<file path="src/rtl/pipe_hazard_ctrl.sv">
// Hazard and forwarding controller that tracks in-flight destinations after decode.
// Optional macro PIPE_HAZARD_ZERO_REG_EN hardwires register 0 to zero.
module pipe_hazard_ctrl #(
  parameter int NUM_STAGES = 3,
  parameter int NUM_SRC    = 2,
  parameter int REG_ADDR_W = 4,
  parameter int LOAD_STAGE = 3,
  parameter int CNT_W      = 16,
  parameter int SEL_W      = $clog2(NUM_STAGES+1)
) (
  input  logic                          clk,
  input  logic                          rst,
  input  logic                          id_valid,
  input  logic [NUM_SRC*REG_ADDR_W-1:0] id_src_addr,
  input  logic [NUM_SRC-1:0]            id_src_used,
  input  logic [REG_ADDR_W-1:0]         id_dst_addr,
  input  logic                          id_dst_wr,
  input  logic                          id_is_load,
  input  logic                          id_halt,
  input  logic                          id_flush,
  output logic                          issue,
  output logic                          stall,
  output logic [NUM_SRC*SEL_W-1:0]      fwd_sel,
  output logic                          halt_sys,
  output logic                          busy,
  output logic [CNT_W-1:0]              perf_stall_cnt
);

  if (LOAD_STAGE < 1 || LOAD_STAGE > NUM_STAGES) begin : g_bad_load_stage
    $error("pipe_hazard_ctrl: LOAD_STAGE must be in 1..NUM_STAGES");
  end

`ifdef PIPE_HAZARD_ZERO_REG_EN
  localparam bit ZERO_REG = 1'b1;
`else
  localparam bit ZERO_REG = 1'b0;
`endif

  typedef struct packed {
    logic                  v;
    logic                  wr;
    logic [REG_ADDR_W-1:0] dst;
    logic                  ld;
    logic                  hlt;
  } entry_t;

  entry_t ent [1:NUM_STAGES];
  entry_t new_ent;

  logic                     halt_pend;
  logic [NUM_SRC-1:0]       src_req;
  logic [NUM_SRC-1:0]       src_stall;
  logic [NUM_SRC*SEL_W-1:0] sel_raw;
  logic                     stall_raw;
  logic                     busy_raw;

  always_comb begin
    src_req = '0;
    for (int i = 0; i < NUM_SRC; i++) begin
      src_req[i] = id_valid && id_src_used[i] &&
        !(ZERO_REG && id_src_addr[i*REG_ADDR_W +: REG_ADDR_W] == '0);
    end
  end

  // Scan oldest to youngest so the youngest match overrides.
  always_comb begin
    src_stall = '0;
    sel_raw   = '0;
    for (int i = 0; i < NUM_SRC; i++) begin
      for (int k = NUM_STAGES; k >= 1; k--) begin
        if (src_req[i] && ent[k].v && ent[k].wr &&
            ent[k].dst == id_src_addr[i*REG_ADDR_W +: REG_ADDR_W]) begin
          src_stall[i] = ent[k].ld && (k < LOAD_STAGE);
          sel_raw[i*SEL_W +: SEL_W] =
            (ent[k].ld && (k < LOAD_STAGE)) ? '0 : SEL_W'(k);
        end
      end
    end
  end

  always_comb begin
    busy_raw = 1'b0;
    for (int k = 1; k <= NUM_STAGES; k++) begin
      busy_raw = busy_raw | ent[k].v;
    end
  end

  assign stall_raw = id_valid && (|src_stall);
  assign stall     = !rst && stall_raw;
  assign fwd_sel   = rst ? '0 : sel_raw;
  assign busy      = !rst && busy_raw;
  assign issue     = !rst && id_valid && !stall_raw && !id_flush &&
                     !halt_pend && !halt_sys;

  always_comb begin
    new_ent     = '0;
    new_ent.v   = 1'b1;
    new_ent.wr  = id_dst_wr && !(ZERO_REG && id_dst_addr == '0);
    new_ent.dst = id_dst_addr;
    new_ent.ld  = id_is_load;
    new_ent.hlt = id_halt;
  end

  always_ff @(posedge clk) begin
    if (rst) begin
      for (int k = 1; k <= NUM_STAGES; k++) begin
        ent[k] <= '0;
      end
      halt_pend      <= 1'b0;
      halt_sys       <= 1'b0;
      perf_stall_cnt <= '0;
    end else begin
      ent[1] <= issue ? new_ent : '0;
      for (int k = 2; k <= NUM_STAGES; k++) begin
        ent[k] <= ent[k-1];
      end
      if (issue && id_halt) begin
        halt_pend <= 1'b1;
      end
      if (ent[NUM_STAGES].v && ent[NUM_STAGES].hlt) begin
        halt_sys <= 1'b1;
      end
      if (stall && !(&perf_stall_cnt)) begin
        perf_stall_cnt <= perf_stall_cnt + CNT_W'(1);
      end
    end
  end

endmodule

</file>
<file path="config.mk">
export PLATFORM = sky130hd
export DESIGN_NAME = pipe_hazard_ctrl
export DESIGN_NICKNAME = d
export VERILOG_FILES = /design/src/rtl/pipe_hazard_ctrl.sv
export SDC_FILE = /design/constraint.sdc
export NUM_CORES = 1
export LEC_CHECK = 0
export CELL_PAD_IN_SITES_DETAIL_PLACEMENT = 2
export CELL_PAD_IN_SITES_GLOBAL_PLACEMENT = 2
export CORE_MARGIN = 2
export CORE_UTILIZATION = 29
export CTS_CLUSTER_SIZE = 40
export DETAILED_ROUTE_END_ITERATION = 6
export PLACE_DENSITY_LB_ADDON = 0.2
export REMOVE_ABC_BUFFERS = 1
export SLEW_MARGIN = 20
export SYNTH_ARGS = -nofsm -noshare
export SYNTH_HDL_FRONTEND = slang
export SYNTH_SLANG_ARGS = --single-unit
</file>
<file path="constraint.sdc">
create_clock -name clk -period 2.75 [get_ports clk]
set_clock_uncertainty 0.05 [all_clocks]
set_input_delay 0.4125 -clock clk [delete_from_list [all_inputs] [get_ports clk]]
set_output_delay 0.4125 -clock clk [all_outputs]
set_load 0.005 [all_outputs]
</file>
Word-level counts from Yosys, hierarchy flattened:

Memory sizes are Yosys's and may differ from the RTL's.
Cells that the tools add are included.

* input bits: 21
* memories: 1
* latch bits: 0
* word-level logic and storage cells: 75
* register bits after elaboration: 18
* bits in read-only memories: 0
* bits in writable memories: 24
* output and inout port bits: 24

* equality and inequality tests: 6
* add/subtract/negate cells: 1
* $lt $le $gt $ge: 0
* muxes and demuxes: 20
* divide/modulo/power cells: 0
* reduce and logical (&&, ||, !) cells: 39
* bitwise gates (word level): 5
* $mul: 0
* shift operators: 0

Memories
* ent: depth 3, width 8, rd ports 3, clocked after Yosys merged registers in 0, wr ports 3, line 47 `entry_t ent [1:NUM_STAGES];`

Operators with widths (number)
* $mux 8: 4
* $logic_and 1x1->1: 31
* $eq 4x4->1: 6
* $add 16x1->16 const B: 1
* $reduce_and 16->1: 1
* $mux 2: 7
* $mux 1: 8
* $logic_not 1->1: 6
* $or 1x1->1: 5
* $mux 4: 1
* $reduce_or 2->1: 1

Longest topological paths before layout:

* depth after elaboration: 15
* depth in mapped cells: 8
* gate-level depth less buffers: 7

Least setup slack after synthesis:

Ideal clock, no wire load.

* path kind: input to output
* start point: input id_src_addr[1]
* end point: output issue
* slack: 0.407 ns
* stages on the path: 6
* arrival time: 1.881 ns
* buffers on the path: 1
* data required time: 2.288 ns
* cell sequence: xor2_1 or4_1 and3_1 a211oi_2 and3_1 buf_2

* cells in the longest elaborated chain, start to end: 11
* elaborated cells between the ends (all ways): 13
* those cells by class: eq/ne (2); mux (2); reduce/logical (9)

Ends and longest elaborated chain
* start: declaration: line 14 `input logic [NUM_SRC*REG_ADDR_W-1:0] id_src_addr,`
* $eq 4x4->1: line 72 `ent[k].dst == id_src_addr[i*REG_ADDR_W +: REG_ADDR_W]) begin`
* $logic_and 1x1->1: line 71 `if (src_req[i] && ent[k].v && ent[k].wr &&`
* $mux 1: line 71
* $mux 1 *: line 71
* $reduce_or 2->1 *: line 88 `assign stall_raw = id_valid && (|src_stall);`
* $logic_and 1x1->1 *: line 88
* $logic_not 1->1 *: line 92 `assign issue = !rst && id_valid && !stall_raw && !id_flush &&`
* $logic_and 1x1->1 * (3 in a row): line 92
* $logic_and 1x1->1 *: line 93 `!halt_pend && !halt_sys;`
* end: declaration: line 21 `output logic issue,`

Mark *: on every way between the ends. The rest lies on a longest branch, timed or not.

==> run metrics <==
status finished, final reports clean; Die Wd 85.8 um; Initial Utilization 30.2%; 1st-pass router iterations 6; Critical Path Start Type register; vias in the first global route 1934; setup slack after layout 17.7 ps; first-pass GRT wire length 10200 um; WP data arrival 2270 ps; largest net degree at the start of global routing 22; Reg-to-Reg Start ent[0][19]; clk slew on worst S/H paths 90 ps; RSZ-0062 raised after global routing true; fin cells 367; hold path startpoint ent[0][8]; Cells after Synth 218; CTS Buf Count 5; GRT overflow 0; routability cong. 0.733; Ant. Diodes 0; setup_tns 0 ps; die area 7360 um2; most frequent cells in the layout dfxtp_1, clkdlybuf4s50_1, buf_4; mux contribution to synthesized area 2.90%; register bit count reported by yosys 41; hold crit path type register to register; slew margin rel. 68.7%; ys async rst share 0%; LEAKAGE 1.13 nW; Final Hold Fails 0; worst r2r path cells 9; H-tree depth 2; end point of the critical path issue; Worst Setup SP ent[0][12]; IO Count 45; met3 WL 227 um; Worst R2R Setup Slack 110 ps; Ys Warns 0; MaxCap Viol Count 0; highest metal used met4; Final nets 311; minimum clock period 2730 ps; Post-Syn Area per Cell 8.90 um2; DR vias 1885; number of library cell types mapped by synthesis 36; Buffers on Ports 44; wire per inst 17.6 um; Critical R2R Capture perf_stall_cnt[15]; M1 WL 3100 um; GR Util All Layers 17.6%; Max Clock Freq 0.366 GHz; Post-Synth Simple-Gate Area 30.5%; layout cells sized above 1 30.0%; area of the core 6420 um2; fillers 702; crit share post-route 99.4%; kind of critical path register to output pin; Synth Area in Compound Gates 9.68%; ys flop type dfxtp_1; Placement Setup Slack -562 ps; peak supply drop 0.191 mV; EDFF count, synth 0; met2 WL 3060 um; sequential share of the synthesized area 42.3%; antenna violations before repair 0; worst-margin pin slew 468 ps; adder-cell share of the synthesized area 0.645%; total wire length 6470 um; most common cell after layout, fill and taps aside dfxtp_1; pwr dens 418 nW/um2; num rows 29; largest family of logic cells by synthesized area simple AND/OR/NAND/NOR gates; Via density 5.14; CTS Hold Bufs 0; deepest clock path buffer count 2; cell count after placement 356; max-slew violation count 0; chip height 85.8 um; ANT nets after route 0; CTS tree yes; residual DRC count 0; DRC marker count from the first detailed-route iteration 41; Critical Path Sink Type output pin; CTS sink cnt 41; Root Driver clkbuf_8; setup violators final 0; Worst Path Max Fanout 3; area delta synth->final 53.1%; DP HPWL 4360 um; CP required 2290 ps; Cell Area, Synth 1940 um2; Synth Area in XOR/XNOR 10.8%; Clock Latency Late Sink 300 ps
## layer usage
layer	track usage, %	vias to the layer above
met2	27.7	47
li1	-	908
met1	24.4	922
met3	2.98	8
met4	6.06	0
met5	0	-
## stage by stage
stage	hold WS (ps)	cell area, um2	util (%)	power (mW)
after detailed placement	391	2640	41.1	0.736
after global placement	368	2640	41.1	0.732
after global routing	418	2970	46.2	1.29
after CTS	411	2830	44.1	1.24
final	406	2970	46.2	1.24
after floorplan	364	1890	-	0.654
## report_power, final
| group | switching (mW) | internal [mW] |
|---|---|---|
| combinational | 0.0617 | 0.0687 |
| clock | 0.233 | 0.272 |
| sequential | 0.00673 | 0.599 |
| total | 0.302 | 0.939 |
## flip-flops by register name, indices dropped and copies added, names as in the netlist
signal / flops
perf_stall_cnt: 16
ent: 23
halt_pend: 1
halt_sys: 1
## cell type report
| class | instances | area (um2) | area share [%] |
|---|---|---|---|
| Clock buffer | 5 | 68.8 | 2.32 |
| Clock inverter | 3 | 46.3 | 1.56 |
| Inverter | 3 | 11.3 | 0.379 |
| Multi-Input combinational cell | 164 | 1260 | 42.3 |
| Sequential cell | 41 | 836 | 28.2 |
| Tap cell | 77 | 96.3 | 3.24 |
| Timing Repair Buffer | 74 | 654 | 22.0 |
## synthesized netlist by cell type, types with 2 or more instances
master	number	area, um2
nor4_1	2	12.5
mux2_1	3	33.8
and2_1	7	43.8
a21oi_1	12	60.1
and3_1	5	31.3
buf_2	3	15.0
dfxtp_1	41	821
xor2_1	9	78.8
mux2_2	2	22.5
nor2_1	12	45.0
or3_1	4	25.0
o21ai_0	5	25.0
xnor2_1	15	131
nand4_1	6	37.5
o31ai_1	6	45.0
inv_1	3	11.3
or4_1	8	60.1
nand3_1	15	75.1
nand2_1	12	45.0
nor3_1	8	40.0
clkbuf_1	6	22.5
nor2b_1	20	125
## how the worst min path moves through the flow
| stage | slack, ps | cells after the start | endpoint |
|---|---|---|---|
| after floorplan | 360 | 1 | ent[0][16] |
| final | 410 | 1 | ent[0][16] |
| after global routing | 420 | 1 | ent[0][16] |
| after global placement | 370 | 1 | ent[0][24] |
| after CTS | 410 | 1 | ent[0][16] |
| after detailed placement | 390 | 1 | ent[0][16] |
## kinds of logic (layout without fill, tap and decap cells)
logic type | after synthesis | after routing
simple gates | 105 | 105
compound gates | 29 | 29
buf+inv | 13 | 85
mux | 5 | 5
fa+ha+maj | 1 | 1
flops | 41 | 41
xor+xnor | 24 | 24
## critical path, cell delays in order, from the launching register on
cell      delay [ps]
dfxtp_2          350
xnor2_2          170
nand3_1          120
or4_4            540
and3_4           200
a211oi_4         270
and3_4           230
buf_6             90
## repair_timing
item                                    CTS  global route
gates resized for setup                  34            47
endpoints found under the setup margin   21            15
pin swaps                                 8            22
setup buffers                             1             3
(Power assumes the default switching activity.)
